$ cat config.mk
export PLATFORM = sky130hd
export DESIGN_NAME = count_event_capture
export DESIGN_NICKNAME = d
export VERILOG_FILES = /design/src/rtl/count_event_capture.sv
export SDC_FILE = /design/constraint.sdc
export NUM_CORES = 1
export LEC_CHECK = 0
export ABC_CLOCK_PERIOD_IN_PS = 4300
export CORE_MARGIN = 8
export CORE_UTILIZATION = 50
export DETAILED_ROUTE_END_ITERATION = 12
export GPL_ROUTABILITY_DRIVEN = 0
export MAX_ROUTING_LAYER = met4
export PLACE_DENSITY = 0.72
export REMOVE_ABC_BUFFERS = 1
export SYNTH_ARGS = -nofsm -noshare
export SYNTH_HDL_FRONTEND = slang
export SYNTH_SLANG_ARGS = --single-unit
$ cat constraint.sdc
create_clock -name clk -period 4.3 [get_ports clk]
set_input_delay 1.075 -clock clk [delete_from_list [all_inputs] [get_ports clk]]
set_output_delay 1.075 -clock clk [all_outputs]
set_load 0.005 [all_outputs]
$ cat src/rtl/count_event_capture.sv
// count_event_capture: watches the registered output of an upstream counter
// and queues the events it observes (entry into the compare value, wrap from
// all-ones to zero, any non-unit step) into a small FIFO, each entry carrying
// a {jump, wrap, match} mask and the count value sampled with it.
// Optional feature: define COUNT_EVENT_DROP_CNT_EN to add drop_cnt_o, a
// saturating count of events lost since the last pop.
module count_event_capture #(
  parameter int DATA_WIDTH = 8,
  parameter int DEPTH      = 4
) (
  input  logic                  clk,
  input  logic                  rst,
  input  logic [DATA_WIDTH-1:0] count_i,
  input  logic [DATA_WIDTH-1:0] cmp_val_i,
  input  logic                  cmp_en_i,
  output logic                  evt_valid_o,
  input  logic                  evt_ready_i,
  output logic [2:0]            evt_type_o,
  output logic [DATA_WIDTH-1:0] evt_data_o,
  output logic                  full_o,
  output logic                  drop_o
`ifdef COUNT_EVENT_DROP_CNT_EN
  ,
  output logic [7:0]            drop_cnt_o
`endif
);

  localparam int AW = (DEPTH > 1) ? $clog2(DEPTH) : 1;
  localparam logic [AW:0] FULL_CNT = (AW + 1)'(DEPTH);

  // Previous count sample and the priming flag that gates detection
  logic [DATA_WIDTH-1:0] count_q_reg;
  logic                  prime_reg;

  // Detection
  logic [DATA_WIDTH-1:0] count_inc;
  logic                  match_det;
  logic                  wrap_det;
  logic                  jump_det;
  logic [2:0]            evt_mask;
  logic                  evt_det;

  // FIFO state
  logic [2:0]            type_mem [DEPTH];
  logic [DATA_WIDTH-1:0] data_mem [DEPTH];
  logic [AW-1:0]         wr_ptr_reg;
  logic [AW-1:0]         rd_ptr_reg;
  logic [AW:0]           occ_reg;
  logic [AW:0]           occ_next;
  logic [DEPTH-1:0]      wr_en;
  logic                  push;
  logic                  pop;
  logic                  drop_det;
  logic                  drop_reg;

  // Sample the counter every cycle; prime goes high one cycle after reset release
  always_ff @(posedge clk) begin
    if (rst) begin
      count_q_reg <= '0;
      prime_reg   <= 1'b0;
    end else begin
      count_q_reg <= count_i;
      prime_reg   <= 1'b1;
    end
  end

  // Classify the step from count_q to count_i; match only on entry to the compare value
  always_comb begin
    count_inc = count_q_reg + DATA_WIDTH'(1);
    match_det = cmp_en_i && (count_i == cmp_val_i) && (count_q_reg != cmp_val_i);
    wrap_det  = (&count_q_reg) && (count_i == '0);
    jump_det  = (count_i != count_q_reg) && (count_i != count_inc) && !wrap_det;
    evt_mask  = {jump_det, wrap_det, match_det};
    evt_det   = prime_reg && (|evt_mask);
  end

  // Handshake and occupancy bookkeeping; a full FIFO still accepts when it pops
  always_comb begin
    evt_valid_o = (occ_reg != '0);
    full_o      = (occ_reg == FULL_CNT);
    pop         = evt_valid_o && evt_ready_i;
    push        = evt_det && (!full_o || pop);
    drop_det    = evt_det && full_o && !pop;
    occ_next    = occ_reg + (AW + 1)'(push) - (AW + 1)'(pop);
    evt_type_o  = evt_valid_o ? type_mem[rd_ptr_reg] : 3'b000;
    evt_data_o  = evt_valid_o ? data_mem[rd_ptr_reg] : '0;
    drop_o      = drop_reg;
  end

  // One write enable per FIFO slot, selected by the write pointer
  generate
    for (genvar gi = 0; gi < DEPTH; gi++) begin : g_wr_en
      assign wr_en[gi] = push && (wr_ptr_reg == AW'(gi));
    end
  endgenerate

  // Entry storage; contents need no reset because the outputs are gated by valid
  always_ff @(posedge clk) begin
    for (int i = 0; i < DEPTH; i++) begin
      if (wr_en[i]) begin
        type_mem[i] <= evt_mask;
        data_mem[i] <= count_i;
      end
    end
  end

  // Pointers wrap naturally since DEPTH is a power of two; drop is a registered pulse
  always_ff @(posedge clk) begin
    if (rst) begin
      wr_ptr_reg <= '0;
      rd_ptr_reg <= '0;
      occ_reg    <= '0;
      drop_reg   <= 1'b0;
    end else begin
      if (push) wr_ptr_reg <= wr_ptr_reg + AW'(1);
      if (pop)  rd_ptr_reg <= rd_ptr_reg + AW'(1);
      occ_reg  <= occ_next;
      drop_reg <= drop_det;
    end
  end

`ifdef COUNT_EVENT_DROP_CNT_EN
  logic [7:0] drop_cnt_reg;

  // Lost-event counter: cleared by any pop, otherwise counts drops up to 255
  always_ff @(posedge clk) begin
    if (rst) begin
      drop_cnt_reg <= 8'd0;
    end else if (pop) begin
      drop_cnt_reg <= drop_det ? 8'd1 : 8'd0;
    end else if (drop_det && (drop_cnt_reg != 8'hFF)) begin
      drop_cnt_reg <= drop_cnt_reg + 8'd1;
    end
  end

  assign drop_cnt_o = drop_cnt_reg;
`else
  // No drop counter in this build.
`endif

endmodule

==> results of run 1 <==
[worst reg2reg max path: stages (launching register included)]
cell	delay, ns
dfxtp_1	0.51
and4_4	0.31
nand3_2	0.08
xor2_1	0.15
or4_4	0.57
a211o_1	0.30
and3_1	0.14
ha_1	0.17
inv_1	0.07
fa_1	0.17
xor2_1	0.18
xnor2_1	0.14
nor2_1	0.06
[power breakdown]
| part | switching (mW) | leakage [nW] | internal (mW) |
|---|---|---|---|
| Clock | 0.213 | 0.0996 | 0.299 |
| Sequential | 0.0664 | 0.560 | 0.715 |
| Combinational | 0.196 | 0.599 | 0.329 |
| Total | 0.476 | 1.26 | 1.34 |
[metal layers]
metal / vias up / wire, um / part of all wire
li1: 867 / - / -
met5: - / 0 / 0
met4: 0 / 138 / 0.025
met3: 10 / 249 / 0.045
met2: 46 / 2720 / 0.49
met1: 856 / 2470 / 0.44
[worst paths after layout]
path | start | slack [ns] | cells after the start | to
hold reg to reg | wr_ptr_reg[1]$_SDFFE_PP0P_ | 0.50 | 2 | wr_ptr_reg[1]$_SDFFE_PP0P_
setup reg to reg | count_q_reg[2]$_SDFF_PP0_ | 1.31 | 12 | occ_reg[2]$_SDFF_PP0_
hold / removal | wr_ptr_reg[1]$_SDFFE_PP0P_ | 0.50 | 2 | wr_ptr_reg[1]$_SDFFE_PP0P_
setup / recovery | count_i[3] | 0.53 | 13 | occ_reg[2]$_SDFF_PP0_
[area by class of cell]
class | instances | area, um2
clock buffer | 13 | 159
inverter | 5 | 18.8
timing repair buffer | 44 | 413
tap | 75 | 93.8
fill | 458 | 2180
clock inverter | 3 | 42.5
multi-input combinational | 137 | 1180
sequential | 63 | 1700
[placed cells by master (no fill, tap or decap), types with 5 or more instances in the layout]
cell type	n
edfxtp_1	44
clkdlybuf4s50_1	33
xnor2_1	19
dfxtp_1	19
and2_1	16
xor2_1	13
nor2_1	12
mux4_2	11
clkbuf_8	11
buf_4	11
nor2b_1	9
nand2_1	8
and3_1	7
ha_1	6
inv_1	5
nand4_1	5
[per-stage QoR]
| step | util | instances | worst slack (ns) | power (mW) | instance area, um2 |
|---|---|---|---|---|---|
| 2_1_floorplan | - | 205 | 0.852 | 1.07 | 2900 |
| 3_3_place_gp | 0.589 | 324 | 0.259 | 1.32 | 3400 |
| 3_5_place_dp | 0.589 | 324 | 0.186 | 1.33 | 3400 |
| 4_1_cts | 0.624 | 340 | 0.541 | 1.85 | 3600 |
| 5_1_grt | 0.624 | 340 | 0.370 | 1.92 | 3600 |
| 6_report | 0.624 | 340 | 0.531 | 1.82 | 3600 |
[cells by family after synthesis]
family,after synthesis
simple gates,72
flops,63
xor+xnor,32
compound gates,13
mux,13
buf+inv,12
fa+ha+maj,7
==> metrics.md, run 1 <==
| Metric | Value |
|---|---|
| Status | `finished clean` |
| Crit path required time | `4.48 ns` |
| H-tree levels | `3` |
| CTS tree | `built` |
| Avg Inst Size Synth | `13.8 um2` |
| Initial antenna violation count | `0` |
| Ys flop type | `edfxtp_1` |
| CP Capture Type | `flop` |
| EDFF count, synth | `44` |
| Most frequent cells after synthesis | `44 x edfxtp_1, 19 x dfxtp_1, 19 x xnor2_1, 16 x and2_1, 13 x xor2_1` |
| Synthesized area | `2930 um2` |
| # IOs | `34` |
| GR Layer Usage met3 | `0.0243` |
| Share of cells above drive strength 1 | `0.158` |
| Synth cell types | `39` |
| Drt drc | `0` |
| Clock buffer count from CTS | `9` |
| Fmax | `0.265 GHz` |
| IO buf count | `33` |
| Compound-Gate Fraction of Synth Area | `0.0368` |
| Worst EP arrival | `3.95 ns` |
| Post-synth top area cell | `edfxtp_1` |
| Top Usage Layer GRT | `met2` |
| Crit-path cells | `clkdlybuf4s50_1 -> xnor2_1 -> xnor2_1 -> o211ai_1 -> or4_4 -> a211o_1 -> and3_1 -> ha_1 -> inv_1 -> fa_1 -> xor2_1 -> xnor2_1 -> nor2_1` |
| Grt ovf | `0` |
| LEAKAGE | `1.26 nW` |
| Largest family of logic cells by synthesized area | `simple AND/OR/NAND/NOR gates` |
| Clk_lat worst skew | `0.33 ns` |
| Most frequent CP cell | `xnor2_1` |
| Clock slew at reported path FFs | `0.06 ns` |
| Longest Clk Path Bufs | `2` |
| Largest net degree at the start of global routing | `19` |
| Final period util | `0.877` |
| Final slew viol count | `0` |
| Area grow syn2layout | `23.2%` |
| GR Util met1 | `0.165` |
| Yosys top cell area share | `0.452` |
| Post-detail-place hpwl | `3.96 mm` |
| Top-count cell post-synth | `edfxtp_1` |
| Setup Fix Bufs, Post-CTS | `0` |
| Die Ht | `92.5 um` |
| Rel. slew slack | `0.495` |
| Synthesized instance count | `212` |
| CTS root buf | `clkbuf_8` |
| Mux share of post-synthesis cell area | `0.0920` |
| Final hold vios | `0` |
| Max Cap Viol | `0` |
| Nets@finish | `287` |
| Row cnt | `28` |
| DRT Pass-1 Iters | `4` |
| Via density | `5.23` |
| Pwr Density | `504 nW/um2` |
| Hold_buf cts | `0` |
| Min Hold Slack | `0.504 ns` |
| Routed WL | `5.58 mm` |
| Fin Setup TNS | `0 ns` |
| Slowest cell on crit path | `clkdlybuf4s50_1` |
| Vias in the first global route | `1,758` |
| Avg WL per Cell | `16.4 um` |
| Post-route ant nets | `0` |
| Post_cts resized | `0` |
| Setup crit start kind | `primary input` |
| CP bufs+invs | `2` |
| Die width | `92.5 um` |
| Largest cells by area after synthesis | `edfxtp_1 45%, dfxtp_1 13%, mux4_2 8.5%` |
| Unrepaired setup endpoints after global routing | `no` |
| Worst min-delay path class | `flop to flop` |
| Crit-path leading delay family | `XOR/XNOR gates` |
| Core footprint | `5780 um2` |
| Starting Density | `0.506` |
| Yosys warnings | `0` |
| Post-route minimum period | `3.77 ns` |
| Met2 Resource Use GR | `0.225` |
| Setup-failing EPs final | `0` |
| Total global routing track utilization | `0.142` |
| Diodes inserted | `0` |
| Peak VDD IR | `0.000232 V` |
| Setup Crit Path Kind | `primary input to flop` |
| Clock Skew | `0.00700 ns` |
| FFs w/ async S/R, synth | `0` |
| Largest register FFs | `32` |
| Worst-Margin Slew | `0.756 ns` |
| Crit-path max FO | `8` |
| Via count | `1,779` |
| FF+latch count, synth | `63` |
| CTS sink cnt | `63` |
| DIE AREA | `8550 um2` |
| Xor-xnor portion of the synthesized cell area | `0.0958` |
| DRT iter0 DRCs | `99` |
| First-pass GRT wire length | `8.90 mm` |
| Sequential area share after synthesis | `0.582` |
| Simple-gate share of the synthesized area | `0.145` |
| Post-synthesis adder-cell area fraction | `0.0325` |
| Slowest stage delay, CP | `0.56 ns` |
(Power assumes the default switching activity.)
==> inputs of run 2 (changes only) <==
- CTS_CLUSTER_DIAMETER: not set -> 40
- RECOVER_POWER: not set -> 100
==> run 2 against run 1 <==
Compared with the run above: first-iteration DRC count up 6.1%; maximum frequency down 3.5%; routed wire length about the same; clock skew about the same; worst hold slack about the same; combinational power down 8.4%; largest power group unchanged; highest routed layer unchanged.
==> metrics.md, run 2 (synthesis gave the netlist of run 1 again) <==
| Metric | Value |
|---|---|
| Total global routing track utilization | `0.142 (unchanged)` |
| Clock network fraction of design power | `0.288 (+0.006)` |
| Fmax | `0.256 GHz (-3.5%)` |
| Diodes inserted | `0 (unchanged)` |
| Post-route minimum period | `3.91 ns (+0.138 ns)` |
| Unrepaired setup endpoints after global routing | `no` |
| Slowest stage delay, CP | `0.56 ns (about the same)` |
| Worst setup margin | `0.393 ns (-0.138 ns)` |
| Clk_lat worst skew | `0.33 ns (about the same)` |
| Crit-path max FO | `7 (-1)` |
| Die width | `92.5 um (unchanged)` |
| Longest Clk Path Bufs | `2 (unchanged)` |
| Setup crit start kind | `primary input` |
| Die Ht | `92.5 um (unchanged)` |
| CTS root buf | `clkbuf_8` |
| Sequential share of power | `0.441 (+0.011)` |
| Largest net degree at the start of global routing | `19 (unchanged)` |
| DP Area | `3400 um2 (unchanged)` |
| Row cnt | `28 (unchanged)` |
| Post-Layout Cell Count | `340 (unchanged)` |
| Avg WL per Cell | `16.4 um (about the same)` |
| IO buf count | `33 (unchanged)` |
| Vias in the first global route | `1,758 (unchanged)` |
| Drt drc | `0 (unchanged)` |
| Hold_buf cts | `0 (unchanged)` |
| Final period util | `0.909 (+0.0320)` |
| Clock Skew | `0.00662 ns (-0.000381 ns)` |
| Core footprint | `5780 um2 (unchanged)` |
| Post-detail-place hpwl | `3.96 mm (unchanged)` |
| Leading cell types in the layout, fill and taps excluded | `44 x edfxtp_1, 23 x dlygate4sd3_1, 19 x xnor2_1, 19 x dfxtp_1, 15 x and2_1` |
| Switching power | `0.469 mW (-1.4%)` |
| Placed cells | `324 (unchanged)` |
| Min Hold Slack | `0.504 ns (+0.0000870 ns)` |
| Largest register FFs | `32 (unchanged)` |
| Clock buffer count from CTS | `9 (unchanged)` |
| Worst EP arrival | `4.09 ns (+0.14 ns)` |
| Post-route ant nets | `0 (unchanged)` |
| DRT Pass-1 Iters | `4 (unchanged)` |
| Peak VDD IR | `0.000217 V (-6.5%)` |
| Fillers | `476 (+3.9%)` |
| Rel. slew slack | `0.493 (-0.00209)` |
| Fin Setup TNS | `0 ns (unchanged)` |
| Setup Fix Bufs, Post-CTS | `0 (unchanged)` |
| CTS tree | `built` |
| Initial antenna violation count | `0 (unchanged)` |
| # IOs | `34 (unchanged)` |
| Worst min-delay path class | `flop to flop` |
| Crit path required time | `4.48 ns (about the same)` |
| Nets@finish | `287 (unchanged)` |
| DRT iter0 DRCs | `105 (+6.1%)` |
| Final slew viol count | `0 (unchanged)` |
| Area grow syn2layout | `21.0%` |
| Share of cells above drive strength 1 | `0.106 (-0.0528)` |
| Post_cts resized | `0 (unchanged)` |
| Crit-path cells | `dlygate4sd3_1 -> clkbuf_1 -> or4_1 -> nor4_1 -> o21bai_2 -> a211o_1 -> and3_1 -> ha_1 -> inv_1 -> fa_1 -> xor2_1 -> xnor2_1 -> nor2_1` |
| CP bufs+invs | `3 (+1)` |
| LEAKAGE | `1.24 nW (-1.2%)` |
| Combinational power share | `0.271 (-0.018)` |
| CP Capture Type | `flop` |
| Routed WL | `5.57 mm (about the same)` |
| Pint | `1.31 mW (-2.8%)` |
| Status | `finished clean` |
| Design area | `3540 um2 (-1.8%)` |
| Setup-failing EPs final | `0 (unchanged)` |
| Setup Crit Path Kind | `primary input to flop` |
| Final hold vios | `0 (unchanged)` |
| Max Cap Viol | `0 (unchanged)` |
| Commonest non-fill, non-tap cell in the layout | `edfxtp_1` |
| Switching Share | `0.264 (+0.00270)` |
| CTS sink cnt | `63 (unchanged)` |
| Worst-Margin Slew | `0.759 ns (+0.00313 ns)` |
| Via density | `5.22 (-0.17%)` |
| Starting Density | `0.506 (unchanged)` |
| First-pass GRT wire length | `8.90 mm (unchanged)` |
| DIE AREA | `8550 um2 (unchanged)` |
| Slowest cell on crit path | `dlygate4sd3_1` |
| Grt ovf | `0 (unchanged)` |
| Post-placement setup slack | `0.186 ns (unchanged)` |
| Via count | `1,776 (-0.17%)` |
| Clock slew at reported path FFs | `0.06 ns (about the same)` |
| Pwr Density | `501 nW/um2 (-0.63%)` |
| Crit-path leading delay family | `simple AND/OR/NAND/NOR gates` |
| H-tree levels | `3 (unchanged)` |
run 2: cell count changes in the layout (fill, tap and decap cells not counted), sizes merged:
cell	change
clkdlybuf4s50	-23
buf	-11
clkbuf	+11
dlygate4sd3	+23
run 2: worst paths after layout:
kind | startpoint | end | slack, ns | cells past startpoint
setup / recovery | count_i[6] | occ_reg[2]$_SDFF_PP0_ | 0.39 | 13
hold / removal | wr_ptr_reg[1]$_SDFFE_PP0P_ | wr_ptr_reg[1]$_SDFFE_PP0P_ | 0.50 | 2
setup reg to reg | count_q_reg[2]$_SDFF_PP0_ | occ_reg[2]$_SDFF_PP0_ | 1.26 | 12
hold reg to reg | wr_ptr_reg[1]$_SDFFE_PP0P_ | wr_ptr_reg[1]$_SDFFE_PP0P_ | 0.50 | 2
run 2: area by class of cell:
class,count,area (um2),share of cell area
multi-input combinational,137,1150,0.326
clock buffer,13,159,0.0449
clock inverter,3,42.5,0.0120
timing repair buffer,44,372,0.105
tap,75,93.8,0.0265
inverter,5,18.8,0.00530
sequential,63,1700,0.481
run 2: tightest hold or removal path, stage by stage (launching register included):
cell and delay, ns:
dfxtp_1 0.34, nand2_1 0.07, mux2i_1 0.05
run 2: stage by stage:
step                 util  power, mW
detailed placement  0.589       1.33
finish              0.612       1.77
global placement    0.589       1.32
CTS                 0.624       1.85
floorplan               -       1.07
global route        0.612       1.87
run 2: power groups by stage:
stage                     Sequential [mW]  Clock [mW]  Combinational, mW
after floorplan                     0.777           0              0.288
after global routing                0.794       0.547              0.533
final                               0.782       0.512              0.481
after detailed placement            0.797           0              0.535
after global placement              0.794           0              0.527
after CTS                           0.785       0.526              0.537
run 2: layer usage:
| layer | GRT usage | part of all wire | up-vias |
|---|---|---|---|
| li1 | - | - | 870 |
| met1 | 0.165 | 0.44 | 850 |
| met2 | 0.225 | 0.49 | 46 |
| met3 | 0.0243 | 0.048 | 10 |
| met4 | 0.0886 | 0.024 | 0 |
| met5 | - | 0 | - |
